[config.mk]
export PLATFORM = sky130hd
export DESIGN_NAME = sram_arb_ctrl_flat
export DESIGN_NICKNAME = d
export VERILOG_FILES = /design/src/rtl/sram_arb_if.sv /design/src/rtl/sram_arb_ctrl.sv /design/src/flat_wrapper.sv
export SDC_FILE = /design/constraint.sdc
export NUM_CORES = 1
export LEC_CHECK = 0
export CAP_MARGIN = 20
export CORE_ASPECT_RATIO = 0.9
export CORE_MARGIN = 2
export CORE_UTILIZATION = 30
export DETAILED_ROUTE_END_ITERATION = 7
export SKIP_LAST_GASP = 1
export SYNTH_ARGS = -nofsm -noshare
export SYNTH_HDL_FRONTEND = slang
export SYNTH_SLANG_ARGS = --single-unit
[constraint.sdc]
create_clock -name clk_i -period 2.84 [get_ports clk_i]
set_input_delay 0.568 -clock clk_i [delete_from_list [all_inputs] [get_ports clk_i]]
set_output_delay 0.568 -clock clk_i [all_outputs]
set_load 0.02 [all_outputs]
[src/rtl/sram_arb_if.sv]
// sram_arb_if: request/response and SRAM pin bundle shared by sram_arb_ctrl and its requesters.
//   slave  : controller view (takes requests, returns responses, drives the macro pins)
//   master : requester/macro view (drives requests, consumes responses, returns sram_q)
interface sram_arb_if #(
    parameter int DATA_WIDTH = 16,
    parameter int ADDR_WIDTH = 9
);
    logic                  req0_valid, req0_ready, req0_wen;
    logic [ADDR_WIDTH-1:0] req0_addr;
    logic [DATA_WIDTH-1:0] req0_wdata;
    logic                  req1_valid, req1_ready, req1_wen;
    logic [ADDR_WIDTH-1:0] req1_addr;
    logic [DATA_WIDTH-1:0] req1_wdata;
    logic                  rsp0_valid, rsp0_ready;
    logic [DATA_WIDTH-1:0] rsp0_data;
    logic                  rsp1_valid, rsp1_ready;
    logic [DATA_WIDTH-1:0] rsp1_data;
    logic                  sram_ceb, sram_web;
    logic [ADDR_WIDTH-1:0] sram_a;
    logic [DATA_WIDTH-1:0] sram_d, sram_q;
    logic [1:0]            sram_rtsel, sram_wtsel;

    modport slave (
        input  req0_valid, req0_wen, req0_addr, req0_wdata,
        input  req1_valid, req1_wen, req1_addr, req1_wdata,
        output req0_ready, req1_ready,
        output rsp0_valid, rsp0_data, rsp1_valid, rsp1_data,
        input  rsp0_ready, rsp1_ready,
        output sram_ceb, sram_web, sram_a, sram_d, sram_rtsel, sram_wtsel,
        input  sram_q
    );

    modport master (
        output req0_valid, req0_wen, req0_addr, req0_wdata,
        output req1_valid, req1_wen, req1_addr, req1_wdata,
        input  req0_ready, req1_ready,
        input  rsp0_valid, rsp0_data, rsp1_valid, rsp1_data,
        output rsp0_ready, rsp1_ready,
        input  sram_ceb, sram_web, sram_a, sram_d, sram_rtsel, sram_wtsel,
        output sram_q
    );
endinterface

[src/rtl/sram_arb_ctrl.sv]
// sram_arb_ctrl: two-port arbiter/controller for one single-port SRAM macro with per-port read response FIFOs.
//   clk_i    : clock for all state and the macro
//   reset_i  : asynchronous active-high reset
//   bus      : sram_arb_if.slave (req0/req1 handshakes, rsp0/rsp1 FIFOs, registered macro pins, sram_q)
//   perf_*_o : grant/conflict counters, present only when SRAM_ARB_PERF_EN is defined
module sram_arb_ctrl #(
    parameter int         DATA_WIDTH    = 16,
    parameter int         ADDR_WIDTH    = 9,
    parameter int         RSP_DEPTH     = 3,
    parameter int         PRIORITY_MODE = 0,
    parameter logic [1:0] TSEL          = 2'b00
) (
    input  logic        clk_i,
    input  logic        reset_i,
`ifdef SRAM_ARB_PERF_EN
    output logic [15:0] perf_grant0_o,
    output logic [15:0] perf_grant1_o,
    output logic [15:0] perf_conflict_o,
`endif
    sram_arb_if.slave   bus
);
    localparam int PW = RSP_DEPTH > 1 ? $clog2(RSP_DEPTH) : 1;
    localparam int CW = $clog2(RSP_DEPTH + 1);

    logic [1:0]            valid, wen, rready, elig, grant, push, pop, rvalid;
    logic [ADDR_WIDTH-1:0] addr [2];
    logic [DATA_WIDTH-1:0] wdata [2];
    logic [DATA_WIDTH-1:0] rdata [2];
    logic                  pick1, sel_wen;
    logic [ADDR_WIDTH-1:0] sel_addr;
    logic [DATA_WIDTH-1:0] sel_wdata;
    logic                  sram_ceb_q, sram_web_q;
    logic [ADDR_WIDTH-1:0] sram_a_q;
    logic [DATA_WIDTH-1:0] sram_d_q;
    logic                  rd1_v_q, rd1_p_q, rd2_v_q, rd2_p_q, last_q;

    assign valid    = {bus.req1_valid, bus.req0_valid};
    assign wen      = {bus.req1_wen, bus.req0_wen};
    assign rready   = {bus.rsp1_ready, bus.rsp0_ready};
    assign addr[0]  = bus.req0_addr;
    assign addr[1]  = bus.req1_addr;
    assign wdata[0] = bus.req0_wdata;
    assign wdata[1] = bus.req1_wdata;

    // Port 1 wins only if port 0 is not eligible, or on a round-robin tie when port 0 was granted last.
    always_comb begin
        pick1 = elig[1] & (~elig[0] | (PRIORITY_MODE == 0 && !last_q));
        grant = {pick1, elig[0] & ~pick1};
    end

    assign sel_wen   = grant[1] ? wen[1] : wen[0];
    assign sel_addr  = grant[1] ? addr[1] : addr[0];
    assign sel_wdata = grant[1] ? wdata[1] : wdata[0];

    assign bus.req0_ready = grant[0];
    assign bus.req1_ready = grant[1];
    assign bus.sram_ceb   = sram_ceb_q;
    assign bus.sram_web   = sram_web_q;
    assign bus.sram_a     = sram_a_q;
    assign bus.sram_d     = sram_d_q;
    assign bus.sram_rtsel = TSEL;
    assign bus.sram_wtsel = TSEL;
    assign bus.rsp0_valid = rvalid[0];
    assign bus.rsp1_valid = rvalid[1];
    assign bus.rsp0_data  = rdata[0];
    assign bus.rsp1_data  = rdata[1];

    // Macro pins are registered; address/data hold when idle so the macro inputs do not toggle.
    // The two-stage tag follows each read so sram_q lands in the right FIFO the cycle it is valid.
    always_ff @(posedge clk_i or posedge reset_i) begin
        if (reset_i) begin
            sram_ceb_q <= 1'b1;
            sram_web_q <= 1'b1;
            sram_a_q   <= '0;
            sram_d_q   <= '0;
            rd1_v_q    <= 1'b0;
            rd1_p_q    <= 1'b0;
            rd2_v_q    <= 1'b0;
            rd2_p_q    <= 1'b0;
            last_q     <= 1'b1;
        end else begin
            sram_ceb_q <= ~|grant;
            sram_web_q <= ~(|grant & sel_wen);
            if (|grant) begin
                sram_a_q <= sel_addr;
                last_q   <= grant[1];
            end
            if (|grant & sel_wen) sram_d_q <= sel_wdata;
            rd1_v_q <= |grant & ~sel_wen;
            rd1_p_q <= grant[1];
            rd2_v_q <= rd1_v_q;
            rd2_p_q <= rd1_p_q;
        end
    end

    for (genvar p = 0; p < 2; p++) begin : g_port
        logic [DATA_WIDTH-1:0] mem [RSP_DEPTH];
        logic [PW-1:0]         wp_q, rp_q;
        logic [CW-1:0]         cnt_q, cred_q;
        assign elig[p]   = valid[p] & (wen[p] | (cred_q != '0));
        assign rvalid[p] = cnt_q != '0;
        assign pop[p]    = rvalid[p] & rready[p];
        assign push[p]   = rd2_v_q & (rd2_p_q == 1'(p));
        assign rdata[p]  = mem[rp_q];
        // A credit is held from read acceptance until its response is popped, bounding FIFO occupancy.
        always_ff @(posedge clk_i or posedge reset_i) begin
            if (reset_i) begin
                wp_q   <= '0;
                rp_q   <= '0;
                cnt_q  <= '0;
                cred_q <= CW'(RSP_DEPTH);
            end else begin
                if (push[p]) wp_q <= (wp_q == PW'(RSP_DEPTH - 1)) ? '0 : wp_q + PW'(1);
                if (pop[p]) rp_q <= (rp_q == PW'(RSP_DEPTH - 1)) ? '0 : rp_q + PW'(1);
                cnt_q  <= cnt_q + CW'(push[p]) - CW'(pop[p]);
                cred_q <= cred_q - CW'(grant[p] & ~wen[p]) + CW'(pop[p]);
            end
        end
        always_ff @(posedge clk_i) begin
            if (push[p]) mem[wp_q] <= bus.sram_q;
        end
    end

`ifdef SRAM_ARB_PERF_EN
    logic [15:0] perf_g0_q, perf_g1_q, perf_cf_q;
    // With both ports valid at most one is granted, so every such cycle stalls one port.
    always_ff @(posedge clk_i or posedge reset_i) begin
        if (reset_i) begin
            perf_g0_q <= '0;
            perf_g1_q <= '0;
            perf_cf_q <= '0;
        end else begin
            if (grant[0] && perf_g0_q != 16'hFFFF) perf_g0_q <= perf_g0_q + 16'd1;
            if (grant[1] && perf_g1_q != 16'hFFFF) perf_g1_q <= perf_g1_q + 16'd1;
            if (&valid && perf_cf_q != 16'hFFFF) perf_cf_q <= perf_cf_q + 16'd1;
        end
    end
    assign perf_grant0_o   = perf_g0_q;
    assign perf_grant1_o   = perf_g1_q;
    assign perf_conflict_o = perf_cf_q;
`else
`endif
endmodule

[src/flat_wrapper.sv]
// flat-port wrapper written by rule: the top's interface ports become plain ports
module sram_arb_ctrl_flat 
#(
    parameter int         DATA_WIDTH    = 16,
    parameter int         ADDR_WIDTH    = 9,
    parameter int         RSP_DEPTH     = 3,
    parameter int         PRIORITY_MODE = 0,
    parameter logic [1:0] TSEL          = 2'b00
)
  (clk_i, reset_i, bus_req0_valid, bus_req0_wen, bus_req0_addr, bus_req0_wdata, bus_req1_valid, bus_req1_wen, bus_req1_addr, bus_req1_wdata, bus_req0_ready, bus_req1_ready, bus_rsp0_valid, bus_rsp0_data, bus_rsp1_valid, bus_rsp1_data, bus_rsp0_ready, bus_rsp1_ready, bus_sram_ceb, bus_sram_web, bus_sram_a, bus_sram_d, bus_sram_rtsel, bus_sram_wtsel, bus_sram_q);
  sram_arb_if #(.DATA_WIDTH(DATA_WIDTH), .ADDR_WIDTH(ADDR_WIDTH)) bus_i ();
  input  logic clk_i;
  input  logic reset_i;
  input wire logic [$bits(bus_i.req0_valid)-1:0] bus_req0_valid;
  input wire logic [$bits(bus_i.req0_wen)-1:0] bus_req0_wen;
  input wire logic [$bits(bus_i.req0_addr)-1:0] bus_req0_addr;
  input wire logic [$bits(bus_i.req0_wdata)-1:0] bus_req0_wdata;
  input wire logic [$bits(bus_i.req1_valid)-1:0] bus_req1_valid;
  input wire logic [$bits(bus_i.req1_wen)-1:0] bus_req1_wen;
  input wire logic [$bits(bus_i.req1_addr)-1:0] bus_req1_addr;
  input wire logic [$bits(bus_i.req1_wdata)-1:0] bus_req1_wdata;
  output wire logic [$bits(bus_i.req0_ready)-1:0] bus_req0_ready;
  output wire logic [$bits(bus_i.req1_ready)-1:0] bus_req1_ready;
  output wire logic [$bits(bus_i.rsp0_valid)-1:0] bus_rsp0_valid;
  output wire logic [$bits(bus_i.rsp0_data)-1:0] bus_rsp0_data;
  output wire logic [$bits(bus_i.rsp1_valid)-1:0] bus_rsp1_valid;
  output wire logic [$bits(bus_i.rsp1_data)-1:0] bus_rsp1_data;
  input wire logic [$bits(bus_i.rsp0_ready)-1:0] bus_rsp0_ready;
  input wire logic [$bits(bus_i.rsp1_ready)-1:0] bus_rsp1_ready;
  output wire logic [$bits(bus_i.sram_ceb)-1:0] bus_sram_ceb;
  output wire logic [$bits(bus_i.sram_web)-1:0] bus_sram_web;
  output wire logic [$bits(bus_i.sram_a)-1:0] bus_sram_a;
  output wire logic [$bits(bus_i.sram_d)-1:0] bus_sram_d;
  output wire logic [$bits(bus_i.sram_rtsel)-1:0] bus_sram_rtsel;
  output wire logic [$bits(bus_i.sram_wtsel)-1:0] bus_sram_wtsel;
  input wire logic [$bits(bus_i.sram_q)-1:0] bus_sram_q;
  assign bus_i.req0_valid = bus_req0_valid;
  assign bus_i.req0_wen = bus_req0_wen;
  assign bus_i.req0_addr = bus_req0_addr;
  assign bus_i.req0_wdata = bus_req0_wdata;
  assign bus_i.req1_valid = bus_req1_valid;
  assign bus_i.req1_wen = bus_req1_wen;
  assign bus_i.req1_addr = bus_req1_addr;
  assign bus_i.req1_wdata = bus_req1_wdata;
  assign bus_req0_ready = bus_i.req0_ready;
  assign bus_req1_ready = bus_i.req1_ready;
  assign bus_rsp0_valid = bus_i.rsp0_valid;
  assign bus_rsp0_data = bus_i.rsp0_data;
  assign bus_rsp1_valid = bus_i.rsp1_valid;
  assign bus_rsp1_data = bus_i.rsp1_data;
  assign bus_i.rsp0_ready = bus_rsp0_ready;
  assign bus_i.rsp1_ready = bus_rsp1_ready;
  assign bus_sram_ceb = bus_i.sram_ceb;
  assign bus_sram_web = bus_i.sram_web;
  assign bus_sram_a = bus_i.sram_a;
  assign bus_sram_d = bus_i.sram_d;
  assign bus_sram_rtsel = bus_i.sram_rtsel;
  assign bus_sram_wtsel = bus_i.sram_wtsel;
  assign bus_i.sram_q = bus_sram_q;
  sram_arb_ctrl #(.DATA_WIDTH(DATA_WIDTH), .ADDR_WIDTH(ADDR_WIDTH), .RSP_DEPTH(RSP_DEPTH), .PRIORITY_MODE(PRIORITY_MODE), .TSEL(TSEL)) u_core (.clk_i(clk_i), .reset_i(reset_i), .bus(bus_i));
endmodule
==> impl_metrics.env <==
export IMPL_grt_pass1_wl_um=20500
export IMPL_grt_start_max_net_pins=39
export IMPL_yosys_area_share_adder_pct=1.75
export IMPL_cp_cell_sequence="clkdlybuf4s50_1 -> o311ai_1 -> nor2b_1 -> clkdlybuf4s50_1"
export IMPL_gr_total_overflow=0
export IMPL_cpPeakStageDelay_ns=0.62
export IMPL_fin_worst_skew_ns=0.00829
export IMPL_nFillCells=1711
export IMPL_hold_slack_ns=0.348
export IMPL_placement_io_buffers=136
export IMPL_cts_repair_timing_setup_buffer_count=0
export IMPL_synthesis_area_um2=5720
export IMPL_finalNetCount=638
export IMPL_cellPowerDensity_nw_per_um2=990
export IMPL_layout_drive_gt1_share_pct=12.3
export IMPL_synth_edf_count=96
export IMPL_post_synth_and_or_nand_nor_area_fraction_pct=8.20
export IMPL_grt_antenna_before_repair=0
export IMPL_width_of_the_die_um=150
export IMPL_dr_total_vias=3658
export IMPL_finalSetupViolations=0
export IMPL_worst_endpoint_arrival_ns=2.17
export IMPL_crit_reg2reg_capture="u_core.g_port[0].cred_q[1]$_DFF_PP1_"
export IMPL_slew_headroom_pct=46.2
export IMPL_post_synth_xor_area_fraction_pct=1.22
export IMPL_number_of_global_route_vias_before_repair=3940
export IMPL_regToRegSetupSlack_ns=0.71
export IMPL_synth_seq_cells=144
export IMPL_tritoncts="built"
export IMPL_diodes=0
export IMPL_ctsRootBufferMaster="clkbuf_16"
export IMPL_timing_hold_worst_class="register to register"
export IMPL_floorplan_core_area_um2=18500
export IMPL_max_vdd_ir_drop_uv=471
export IMPL_ff2ff_path_depth=10
export IMPL_pin_slew_with_the_least_headroom_to_its_limit_ns=0.799
export IMPL_worst_path_dominant_cell_family="buffers and inverters"
export IMPL_synthesis_area_per_instance_um2=14.2
export IMPL_synth_top_family_by_area="compound AO/OA/AOI/OAI gates"
export IMPL_gpl_final_weighted_congestion=0.729
export IMPL_maxcap_viol_count=0
export IMPL_synthDominantAreaCellType="edfxtp_1"
export IMPL_max_fo_critical_path=3
export IMPL_via_per_inst=4.49
export IMPL_postLayoutCellArea_um2=8060
export IMPL_num_io_pins=141
export IMPL_cts_sink_count=144
export IMPL_cts_buffers=17
export IMPL_placed_area_um2=7460
export IMPL_setup_ws_ns=0.0978
export IMPL_final_max_slew_viol_count=0
export IMPL_worst_setup_path_end_kind="output pin"
export IMPL_dpl_cell_count=782
export IMPL_start_util_pct=30.9
export IMPL_synth_top_cell_area_share_pct=50.4
export IMPL_global_route_usage_total_pct=13.3
export IMPL_hold_violations=0
export IMPL_drt_wirelength_per_cell_um=15.8
export IMPL_slowest_stage="clkdlybuf4s50_1"
export IMPL_hpwlAfterDp_um=8730
export IMPL_synth_top_cells_by_area="edfxtp_1 50%, dfrtp_1 18%, mux2i_1 5.6%"
export IMPL_fp_row_count=47
export IMPL_synthCells=402
export IMPL_clk_lat_worst_skew_ns=0.41
export IMPL_status="complete, no violations"
export IMPL_synth_compound_area_share_pct=8.33
export IMPL_ys_seq_area_share_pct=71.5
export IMPL_muxShareOfSynthArea_pct=5.99
export IMPL_detailedRoute_firstIterationViolations=172
export IMPL_required_ns=2.27
export IMPL_startpoint_of_the_worst_slack_reg_to_reg_timing_path="u_core.g_port[1].cred_q[1]$_DFF_PP1_"
export IMPL_die_height_um=135
export IMPL_ys_warnings_count=0
export IMPL_fraction_of_registers_with_async_set_or_reset_after_synthesis_pct=33.3
export IMPL_cp_start_kind="primary input"
export IMPL_leakage_nw=3.00
export IMPL_rsz0062_at_grt="false"
export IMPL_timing_critical_path_buf_inv=2
export IMPL_floorplan_die_area_um2=20200
export IMPL_synth_cell_types=36
export IMPL_cts_clk_slew_worst_paths_ns=0.06
export IMPL_cts_path_max_buffers=2
export IMPL_area_growth_pct=40.9
export IMPL_drtAntennaViolNets=0
export IMPL_htree_num_levels=4
export IMPL_finalWorstPathRequiredPeriod_ns=2.74
export IMPL_finalSetupTns_ns=0
export IMPL_hold_end="u_core.rd2_p_q$_DFF_PP0_"
export IMPL_final_min_period_over_clock_period_pct=96.6
export IMPL_clock_fmax_mhz=365
export IMPL_hold_path_cell_count=0
export IMPL_worstHoldStart="u_core.rd1_p_q$_DFF_PP0_"
export IMPL_drc=0
export IMPL_routed_wirelength_um=12800
export IMPL_post_place_ws_ns=0.102
export IMPL_critical_path_class="primary input to output pin"
export IMPL_finalNonFillerCells=814
export IMPL_postSynth_topFlopCell="edfxtp_1"
export IMPL_critPathMostFrequentCell="clkdlybuf4s50_1"
export IMPL_drt_first_pass_iters=4
==> cell usage after synthesis (2+ instances only) <==
cell type and instances:
nor2_1 21, dfrtp_1 41, o221a_2 2, a21o_1 4, o22ai_1 16, clkbuf_1 8, o21ai_0 34, mux2i_1 32
buf_2 10, nor3_1 18, nand2b_1 11, dfstp_2 7, ha_1 8, o221a_1 7, inv_1 10, or2_2 2
nand2_1 42, buf_4 5, edfxtp_1 96, mux2_2 2, xnor2_1 8, nor3b_1 4
==> worst register-to-register path: cells and delay by family, from the launching register on <==
family / cells / cell delay [ns]
XOR/XNOR: 2 / 0.33
buffers and inverters: 2 / 0.22
adder cells (fa/ha/maj): 2 / 0.45
AO/OA/AOI/OAI: 1 / 0.08
AND/OR/NAND/NOR: 3 / 0.38
flip-flops: 1 / 0.59
==> report_power, final <==
group / internal, mW / switching [mW] / leakage (nW)
Sequential: 2.70 / 0.268 / 1.42
Clock: 1.39 / 0.849 / 0.277
Combinational: 1.32 / 1.45 / 1.31
==> per-layer routing <==
| layer | global-route usage, % | wire [um] | vias up |
|---|---|---|---|
| met3 | 4.43 | 752 | 9 |
| met4 | 2.96 | 87 | 0 |
| met1 | 16.4 | 5610 | 1764 |
| li1 | - | - | 1769 |
| met2 | 22.7 | 6370 | 116 |
| met5 | 0 | 0 | - |
==> sequential cells by signal, summed over array words and instances (netlist names) <==
signal and count:
u_core.bus.sram_a 9, u_core.bus.sram_ceb 1, u_core.bus.sram_d 16, u_core.bus.sram_web 1, u_core.g_port.cnt_q 4, u_core.g_port.cred_q 4, u_core.g_port.mem 96, u_core.g_port.rp_q 4
u_core.g_port.wp_q 4, u_core.last_q 1, u_core.rd1_p_q 1, u_core.rd1_v_q 1, u_core.rd2_p_q 1, u_core.rd2_v_q 1
==> metrics by stage <==
stage                     utilization [%]  power, mW
after detailed placement             40.3       5.82
after CTS                            43.5       8.08
after global routing                 43.5       8.41
after global placement               40.3       5.75
after floorplan                         -       4.49
final                                43.5       7.98
==> logic make-up after synthesis <==
group	count (synthesis)
flops	144
simple gates	103
compound gates	70
mux	34
buf+inv	34
fa+ha+maj	8
xor+xnor	8
other cells	1
==> layout by cell type (no fill, tap or decap), drive strengths merged <==
cell and n:
clkinv 2, o22ai 16, nor2b 1, conb 4
ha 8, or2 3, nand3 1, clkdlybuf4s50 135
o21bai 1, dfrtp 41, dfstp 7, nor3 18
xnor2 8, o311ai 1, inv 14, clkbuf 20
edfxtp 96, nand2 42, and2b 1, nand2b 11
dlymetal6s2s 1, o211ai 2, buf 20, o221a 9
nor3b 4, and3 1, o21ai 34, nor2 21
mux2i 32, a21o 4, clkinvlp 3, mux2 2
bufinv 3, o311a 1, o31ai 2
==> timing repair <==
action                     CTS  global route
setup endpoints to repair    0             3
hold buffers                 0             0
resized for setup            0             2
==> final cells by class <==
cell class | instances | area, um2 | area share, %
Sequential cell | 144 | 4090 | 50.8
Clock inverter | 12 | 155 | 1.92
Timing Repair Buffer | 156 | 1530 | 18.9
Multi-Input combinational cell | 227 | 1500 | 18.7
Inverter | 10 | 37.5 | 0.466
Tap cell | 245 | 307 | 3.80
Clock buffer | 20 | 437 | 5.42
==> worst max-delay path by stage <==
stage | cells past startpoint | to | from
detailed placement | 6 | bus_req0_ready | bus_req1_wen
global placement | 6 | bus_req0_ready | bus_req1_wen
floorplan | 2 | u_core.g_port[0].mem[1][0]$_DFFE_PP_ | u_core.rd2_p_q$_DFF_PP0_
finish | 4 | bus_req1_ready | bus_req0_wen
global route | 4 | bus_req1_ready | bus_req0_wen
CTS | 4 | bus_rsp0_data[0] | u_core.g_port[0].rp_q[0]$_DFFE_PP0P_
No activity file was read; power rests on OpenSTA's default activity.
==> patch (config.mk and constraints unchanged) <==
`PRIORITY_MODE` is set to 0 in 2 places; all go to 1.
--- a/src/rtl/sram_arb_ctrl.sv
+++ b/src/rtl/sram_arb_ctrl.sv
@@ -8,5 +8,5 @@
     parameter int         ADDR_WIDTH    = 9,
     parameter int         RSP_DEPTH     = 3,
-    parameter int         PRIORITY_MODE = 0,
+    parameter int         PRIORITY_MODE = 1,
     parameter logic [1:0] TSEL          = 2'b00
 ) (
--- a/src/flat_wrapper.sv
+++ b/src/flat_wrapper.sv
@@ -5,5 +5,5 @@
     parameter int         ADDR_WIDTH    = 9,
     parameter int         RSP_DEPTH     = 3,
-    parameter int         PRIORITY_MODE = 0,
+    parameter int         PRIORITY_MODE = 1,
     parameter logic [1:0] TSEL          = 2'b00
 )
Function: changed (a bounded check fails within 4 cycles, from zero or initial values and one cycle with reset_i high).
==> patch against the unedited design <==
  * Sequential cell count decreased by 1
  * Routed wire length increased by 4.2%
  * Design area increased by 1.5%
  * Worst setup slack improved by 38 ps
  * Synthesized area increased by 4.2%
  * Total power decreased by 5.1%
  * Core utilization decreased by 1.2 points
==> patch: results (changes against the unedited design) <==
Max rail drop VDD=0.506 mV (was 0.471 mV); GPL Wtd Cong=0.831 (was 0.729); Synth Area in XOR/XNOR=1.17% (was 1.22%); largest net degree at the start of global routing=41 (was 39); Compound-Gate Fraction of Synth Area=12.0% (was 8.33%); Area contributors post-synth=edfxtp_1, dfrtp_1, mux2i_1, o21ai_0, nand2_1 (was edfxtp_1, dfrtp_1, mux2i_1, dfstp_2, o21ai_0); Seq/Total Area, Yosys=68.2% (was 71.5%); R2R Setup Slk=930 ps (was 710 ps); post-synthesis mux area share=5.37% (was 5.99%); Synth async-reset ratio=32.9% (was 33.3%); Commonest cells post-synth=edfxtp_1, nand2_1, o21ai_0 (was edfxtp_1, nand2_1, dfrtp_1); share of cells above drive strength 1=14.2% (was 12.3%); GRT met1 Usage=16.5% (was 16.4%); met2 routed WL=6080 um (was 6370 um); area post-placement=7640 um^2 (was 7460 um^2); max_slew headroom=44.7% (was 46.2%); GR Util met2=21.0% (was 22.7%); DR iter-0 viols=216 (was 172); reg2reg start=u_core.g_port[1].cnt_q[1]$_DFF_PP0_ (was u_core.g_port[1].cred_q[1]$_DFF_PP1_); Setup Skew=8.86 ps (was 8.29 ps); Final #Nets=668 (was 638); Critical R2R Capture=u_core.g_port[1].cnt_q[1]$_DFF_PP0_ (was u_core.g_port[0].cred_q[1]$_DFF_PP1_); worst setup path end=bus_req0_ready (was bus_req1_ready); dpl ws=128 ps (was 102 ps); met3 Track Usage GR=5.10% (was 4.43%); post-synth cell types=33 (was 36); outcome=complete, no violations (unchanged); cell count after synthesis=435 (was 402); vias in the first global route=4,048 (was 3,940); WP data arrival=2140 ps (was 2170 ps); DR vias=3,922 (was 3,658); Finished Layout Cells=848 (was 814); Layout fillers=1,792 (was 1,711)
-- patch: power by group through the flow --
stage	Combinational [W]	Clock [W]	Sequential (W)
6_report	0.00274	0.00195	0.00288
5_1_grt	0.00298	0.00209	0.00293
4_1_cts	0.00279	0.00200	0.00288
3_5_place_dp	0.00278	0	0.00291
3_3_place_gp	0.00273	0	0.00290
2_1_floorplan	0.00149	0	0.00295
-- patch: what timing repair did --
item	CTS	global route
setup endpoints to repair	0	10
hold buffers	0	0
gates resized for setup	0	5
-- patch: cell type report --
| class | count | area [um^2] | share of cell area [%] |
|---|---|---|---|
| well taps | 250 | 313 | 3.82 |
| multi-input cells | 252 | 1670 | 20.4 |
| clock inverters | 12 | 90.1 | 1.10 |
| clock buffers | 19 | 433 | 5.29 |
| inverters | 10 | 37.5 | 0.459 |
| flip-flops and latches | 143 | 4070 | 49.7 |
| repair buffers | 162 | 1570 | 19.2 |
-- patch: worst min path at each step --
stage / startpoint / cells after the start / to / slack (ps)
3_5_place_dp: u_core.rd1_v_q$_DFF_PP0_ / 0 / u_core.rd2_v_q$_DFF_PP0_ / 340
6_report: u_core.rd1_v_q$_DFF_PP0_ / 0 / u_core.rd2_v_q$_DFF_PP0_ / 340
4_1_cts: u_core.rd1_v_q$_DFF_PP0_ / 0 / u_core.rd2_v_q$_DFF_PP0_ / 350
3_3_place_gp: u_core.rd1_v_q$_DFF_PP0_ / 0 / u_core.rd2_v_q$_DFF_PP0_ / 340
5_1_grt: u_core.rd1_v_q$_DFF_PP0_ / 0 / u_core.rd2_v_q$_DFF_PP0_ / 360
2_1_floorplan: u_core.rd1_p_q$_DFF_PP0_ / 0 / u_core.rd2_p_q$_DFF_PP0_ / 330
